--- src/rtl/bitrev_arbiter_if.sv ---
// Handshake bundle for bitrev_arbiter: two valid/ready request channels (A, B),
// one tagged result stream and the busy flag.
interface bitrev_arbiter_if #(
  parameter int DW = 4
);
  logic          a_valid;
  logic [DW-1:0] a_data;
  logic          a_ready;
  logic          b_valid;
  logic [DW-1:0] b_data;
  logic          b_ready;
  logic          out_valid;
  logic [DW-1:0] out_data;
  logic          out_src;
  logic          out_ready;
  logic          busy;

  modport master (
    output a_valid, a_data, b_valid, b_data, out_ready,
    input  a_ready, b_ready, out_valid, out_data, out_src, busy
  );

  modport slave (
    input  a_valid, a_data, b_valid, b_data, out_ready,
    output a_ready, b_ready, out_valid, out_data, out_src, busy
  );
endinterface

--- src/rtl/bitrev_arbiter.sv ---
// Shared bit-order reversal unit arbitrating two requesters onto one tagged,
// registered output stream. BITREV_FIXED_PRIO_EN selects fixed A-first priority.
module bitrev_arbiter #(
  parameter int DW = 4
) (
  input  logic              clk,
  input  logic              rst_n,
  bitrev_arbiter_if.slave   bus
);

  typedef enum logic [0:0] {
    ST_IDLE = 1'b0,
    ST_HOLD = 1'b1
  } state_t;

  state_t        state_r;
  logic          out_valid_r;
  logic [DW-1:0] out_data_r;
  logic          out_src_r;
  logic          last_src_r;

  logic          can_accept_s;
  logic          grant_a_s;
  logic          grant_b_s;
  logic          accept_s;
  logic [DW-1:0] sel_data_s;

  function automatic logic [DW-1:0] bitrev(input logic [DW-1:0] d);
    logic [DW-1:0] r;
    for (int i = 0; i < DW; i++) begin
      r[i] = d[DW-1-i];
    end
    return r;
  endfunction

  // A drain in the same cycle frees the output register, so HOLD can still accept.
  assign can_accept_s = (state_r == ST_IDLE) || bus.out_ready;

  // Grant selection between A and B, only when the output can take a word.
  always_comb begin
    grant_a_s = 1'b0;
    grant_b_s = 1'b0;
    if (can_accept_s) begin
      if (bus.a_valid && !bus.b_valid) begin
        grant_a_s = 1'b1;
      end else if (!bus.a_valid && bus.b_valid) begin
        grant_b_s = 1'b1;
      end else if (bus.a_valid && bus.b_valid) begin
`ifdef BITREV_FIXED_PRIO_EN
        grant_a_s = 1'b1;
`else
        if (last_src_r) begin
          grant_a_s = 1'b1;
        end else begin
          grant_b_s = 1'b1;
        end
`endif
      end else begin
        grant_a_s = 1'b0;
        grant_b_s = 1'b0;
      end
    end else begin
      grant_a_s = 1'b0;
      grant_b_s = 1'b0;
    end
  end

  assign accept_s   = grant_a_s || grant_b_s;
  assign sel_data_s = grant_b_s ? bus.b_data : bus.a_data;

  // Output register FSM: IDLE = empty, HOLD = result held until drained.
  always_ff @(posedge clk or negedge rst_n) begin
    if (!rst_n) begin
      state_r     <= ST_IDLE;
      out_valid_r <= 1'b0;
      out_data_r  <= {DW{1'b0}};
      out_src_r   <= 1'b0;
      last_src_r  <= 1'b1;
    end else begin
      case (state_r)
        ST_IDLE: begin
          if (accept_s) begin
            state_r     <= ST_HOLD;
            out_valid_r <= 1'b1;
            out_data_r  <= bitrev(sel_data_s);
            out_src_r   <= grant_b_s;
            last_src_r  <= grant_b_s;
          end
        end
        ST_HOLD: begin
          if (bus.out_ready) begin
            if (accept_s) begin
              out_valid_r <= 1'b1;
              out_data_r  <= bitrev(sel_data_s);
              out_src_r   <= grant_b_s;
              last_src_r  <= grant_b_s;
            end else begin
              state_r     <= ST_IDLE;
              out_valid_r <= 1'b0;
            end
          end
        end
        default: begin
          state_r     <= ST_IDLE;
          out_valid_r <= 1'b0;
        end
      endcase
    end
  end

  assign bus.a_ready   = grant_a_s;
  assign bus.b_ready   = grant_b_s;
  assign bus.out_valid = out_valid_r;
  assign bus.out_data  = out_data_r;
  assign bus.out_src   = out_src_r;
  assign bus.busy      = out_valid_r;

endmodule

--- src/flat_wrapper.sv ---
// flat-port wrapper written by rule: the top's interface ports become plain ports
module bitrev_arbiter_flat 
#(
  parameter int DW = 4
)
  (clk, rst_n, bus_a_valid, bus_a_data, bus_b_valid, bus_b_data, bus_out_ready, bus_a_ready, bus_b_ready, bus_out_valid, bus_out_data, bus_out_src, bus_busy);
  bitrev_arbiter_if #(.DW(DW)) bus_i ();
  input  logic clk;
  input  logic rst_n;
  input wire logic [$bits(bus_i.a_valid)-1:0] bus_a_valid;
  input wire logic [$bits(bus_i.a_data)-1:0] bus_a_data;
  input wire logic [$bits(bus_i.b_valid)-1:0] bus_b_valid;
  input wire logic [$bits(bus_i.b_data)-1:0] bus_b_data;
  input wire logic [$bits(bus_i.out_ready)-1:0] bus_out_ready;
  output wire logic [$bits(bus_i.a_ready)-1:0] bus_a_ready;
  output wire logic [$bits(bus_i.b_ready)-1:0] bus_b_ready;
  output wire logic [$bits(bus_i.out_valid)-1:0] bus_out_valid;
  output wire logic [$bits(bus_i.out_data)-1:0] bus_out_data;
  output wire logic [$bits(bus_i.out_src)-1:0] bus_out_src;
  output wire logic [$bits(bus_i.busy)-1:0] bus_busy;
  assign bus_i.a_valid = bus_a_valid;
  assign bus_i.a_data = bus_a_data;
  assign bus_i.b_valid = bus_b_valid;
  assign bus_i.b_data = bus_b_data;
  assign bus_i.out_ready = bus_out_ready;
  assign bus_a_ready = bus_i.a_ready;
  assign bus_b_ready = bus_i.b_ready;
  assign bus_out_valid = bus_i.out_valid;
  assign bus_out_data = bus_i.out_data;
  assign bus_out_src = bus_i.out_src;
  assign bus_busy = bus_i.busy;
  bitrev_arbiter #(.DW(DW)) u_core (.clk(clk), .rst_n(rst_n), .bus(bus_i));
endmodule
--- config.mk ---
export PLATFORM = sky130hd
export DESIGN_NAME = bitrev_arbiter_flat
export DESIGN_NICKNAME = d
export VERILOG_FILES = /design/src/rtl/bitrev_arbiter_if.sv /design/src/rtl/bitrev_arbiter.sv /design/src/flat_wrapper.sv
export SDC_FILE = /design/constraint.sdc
export NUM_CORES = 1
export LEC_CHECK = 0
export ABC_AREA = 1
export CORE_AREA = 2 2 39 41
export CTS_BUF_LIST = sky130_fd_sc_hd__clkbuf_8
export DETAILED_ROUTE_END_ITERATION = 6
export DIE_AREA = 0 0 41 43
export PLACE_DENSITY = 0.66
export SLEW_MARGIN = 10
export SYNTH_ARGS = -nofsm -noshare
export SYNTH_HDL_FRONTEND = slang
export SYNTH_SLANG_ARGS = --single-unit
--- constraint.sdc ---
create_clock -name clk -period 1 [get_ports clk]
set_clock_uncertainty 0.15 [all_clocks]
set_input_delay 0.15 -clock clk [delete_from_list [all_inputs] [get_ports clk]]
set_output_delay 0.15 -clock clk [all_outputs]
set_load 0.01 [all_outputs]
==> impl_metrics.csv <==
group,metric,value,unit
synth,synth_area_per_cell,7.78,um2
critical_path,endpoint_kind,"primary output",
timing,fin_crit,1.34,ns
placed_design,dp_slack,-0.777,ns
floorplan,io_pins,22,
final_layout,fin_nets,105,
placed_design,place.gp.congestion,0.741,
pwr,powerDensity,1560,nW/um2
clocking,hold_buffers,0,
clocking,clk_pin_slew,0.04,ns
placed_design,dp_hpwl,789,um
timing,holdWs,0.0556,ns
pwr,p_leak,0.436,nW
final_layout,fill_cells,124,
pwr,peakVddDrop,750,uV
final_layout,drive_above_1_share,0.462,
timing,max_freq,0.745,GHz
global_route,grt_antenna_before_repair,0,
critical_path,worstPathRequired,0.70,ns
final_layout,multiInputGateArea,205,um2
synth,yosysUniqueCellTypes,12,
clocking,cts.sinks,8,
global_route,grt_start_max_net_pins,9,
critical_path,path_max_fanout,2,
detailed_routing,dr.pass1.iters,2,
timing,tightest_slew,0.218,ns
floorplan,fp.dieW,41,um
clocking,h-tree-depth,1,
clocking,numCtsBuffers,3,
floorplan,core,1380,um2
detailed_routing,wire_per_inst,11.1,um
timing,setup_ws,-0.341,ns
synth,synth_largest_area_cell,"dfrtp_1",
timing,hold_viol_final,0,
outcome,status,"complete, but fails checks",
clocking,clock_latency,0.23,ns
run,drv_cap,0,
global_route,grt_pass1_vias,484,
synth,postSynthRegisterBits,8,
final_layout,n_antenna_cell,0,
critical_path,reg2reg_to,"u_core.bus.out_data[1]",
floorplan,die-area,1760,um2
detailed_routing,viasPerCell,4.49,
global_route,grt_usage,0.165,
detailed_routing,drc_errors,0,
final_layout,final_common_cell,"nand2_1",
critical_path,crit_type,"flop to primary output",
clocking,cts.path.max_buffers,2,
critical_path,worstPathArrival,1.04,ns
floorplan,rows,14,
floorplan,die_y,43,um
outcome,violations,"negative setup slack",
critical_path,worstSetupStartpointType,"flop",
synth,yosysSeqAreaShare,0.518,
synth,syn_nets,63,
min_path,hold_path.class,"input port to asynchronous set/reset pin",
critical_path,worstReg2RegStart,"u_core.last_src_r",
detailed_routing,drt_iter0_markers,1,
pwr,fin_total_pwr,0.00126,W
global_route,grt_pass1_wl,1890,um
clocking,cts_root_buffer,"clkbuf_8",
timing,rsz0062_at_grt,"yes",
critical_path,crit_path_cell_trace,"inv_2, a21oi_2, buf_2",
timing,period_share,1.34,
floorplan,start_util,0.281,
detailed_routing,via_count,480,
synth,syn_area,389,um2
critical_path,critPathMaxStageDelay,0.55,ns
placed_design,numPortBuffers,21,
final_layout,seq_area,201,um2
final_layout,area_delta_synth_final,107,%
critical_path,r2r_cells,6,
timing,finalSetupViolations,17,
timing,slew_violations,0,
critical_path,slowest_stage,"dfstp_2",
synth,syn_inst,50,
clocking,cts_tree,"done",
synth,synth_warnings,0,
synth,netlist_top_cells_area,"dfrtp_1 45%, nand2_1 27%, dfstp_2 6.8%",
detailed_routing,postRouteAntennaNets,0,
critical_path,r2r_slack,-0.27,ns
timing,timing.slew.headroom,0.855,
final_layout,layout_common_cells,"25 x nand2_1, 14 x buf_4, 9 x clkdlybuf4s50_1, 7 x dfrtp_1",
synth,yosysTopAreaCellShare,0.450,
detailed_routing,routed_wl,1190,um
global_route,grt.overflow.total,0,
-- cell type report --
| class | instances | share of cell area |
|---|---|---|
| Inverter | 4 | 0.0186 |
| Clock inverter | 1 | 0.00466 |
| Tap cell | 16 | 0.0248 |
| Sequential cell | 8 | 0.250 |
| Multi-Input combinational cell | 37 | 0.255 |
| Timing Repair Buffer | 38 | 0.396 |
| Clock buffer | 3 | 0.0512 |
-- through the flow --
stage | cell area [um2] | TNS, ns | utilization | instances
floorplan | 420 | -0.418 | - | 50
global placement | 726 | -6.52 | 0.524 | 97
detailed placement | 726 | -6.59 | 0.524 | 97
CTS | 783 | -2.55 | 0.566 | 106
global route | 806 | -3.21 | 0.582 | 107
finish | 806 | -2.49 | 0.582 | 107
-- flip-flops by register name (all words and copies together) (netlist names) --
| signal | count |
|---|---|
| u_core.bus.out_data | 4 |
| u_core.bus.busy | 1 |
| u_core.bus.out_src | 1 |
| u_core.last_src_r | 1 |
| u_core.state_r | 1 |
-- critical path: cells and delay by family (launching register included) --
family / cells / cell delay, ns
flops: 1 / 0.55
compound gates: 1 / 0.09
buf+inv: 2 / 0.17
-- metal layers --
| metal | vias up | part of all wire | global-route usage |
|---|---|---|---|
| li1 | 242 | - | - |
| met1 | 219 | 0.40 | 0.183 |
| met2 | 15 | 0.53 | 0.263 |
| met3 | 4 | 0.046 | 0.0471 |
| met4 | 0 | 0.024 | 0.100 |
| met5 | - | 0 | 0 |
-- worst max-delay path by stage --
stage	slack, ns	to	cells past startpoint	start
after floorplan	-0.08	u_core.bus.out_data[0]	6	u_core.last_src_r
after global placement	-0.75	bus_a_ready	6	bus_out_ready
after detailed placement	-0.78	bus_a_ready	6	bus_out_ready
after CTS	-0.35	bus_a_ready	3	u_core.last_src_r
after global routing	-0.38	bus_a_ready	3	u_core.last_src_r
final	-0.34	bus_a_ready	3	u_core.last_src_r
-- Yosys cell counts, drive strengths merged --
cell type  number
dfstp           1
buf             1
nand3           1
inv             4
nand4           4
a21oi           1
o21ai           2
nand2          29
dfrtp           7
-- timing repair --
item	in CTS	in global routing
buffers inserted	5	1
pin swaps	7	3
resized for setup	48	3
setup endpoints to repair	17	17
gates cloned	0	0
-- cell families (layout without fill, tap and decap cells) --
family	count (synthesis)	after routing	synth area share
compound gates	3	3	0.0482
simple gates	34	34	0.376
flops	8	8	0.518
buf+inv	5	46	0.0579
-- report_power, final --
part | internal (W) | switching (W) | leakage, nW
logic | 0.000242 | 0.000193 | 0.316
registers | 0.000383 | 0.0000373 | 0.0929
clock network | 0.000266 | 0.000135 | 0.0269
total | 0.000891 | 0.000365 | 0.436
Power figures use the tool's default switching activity.
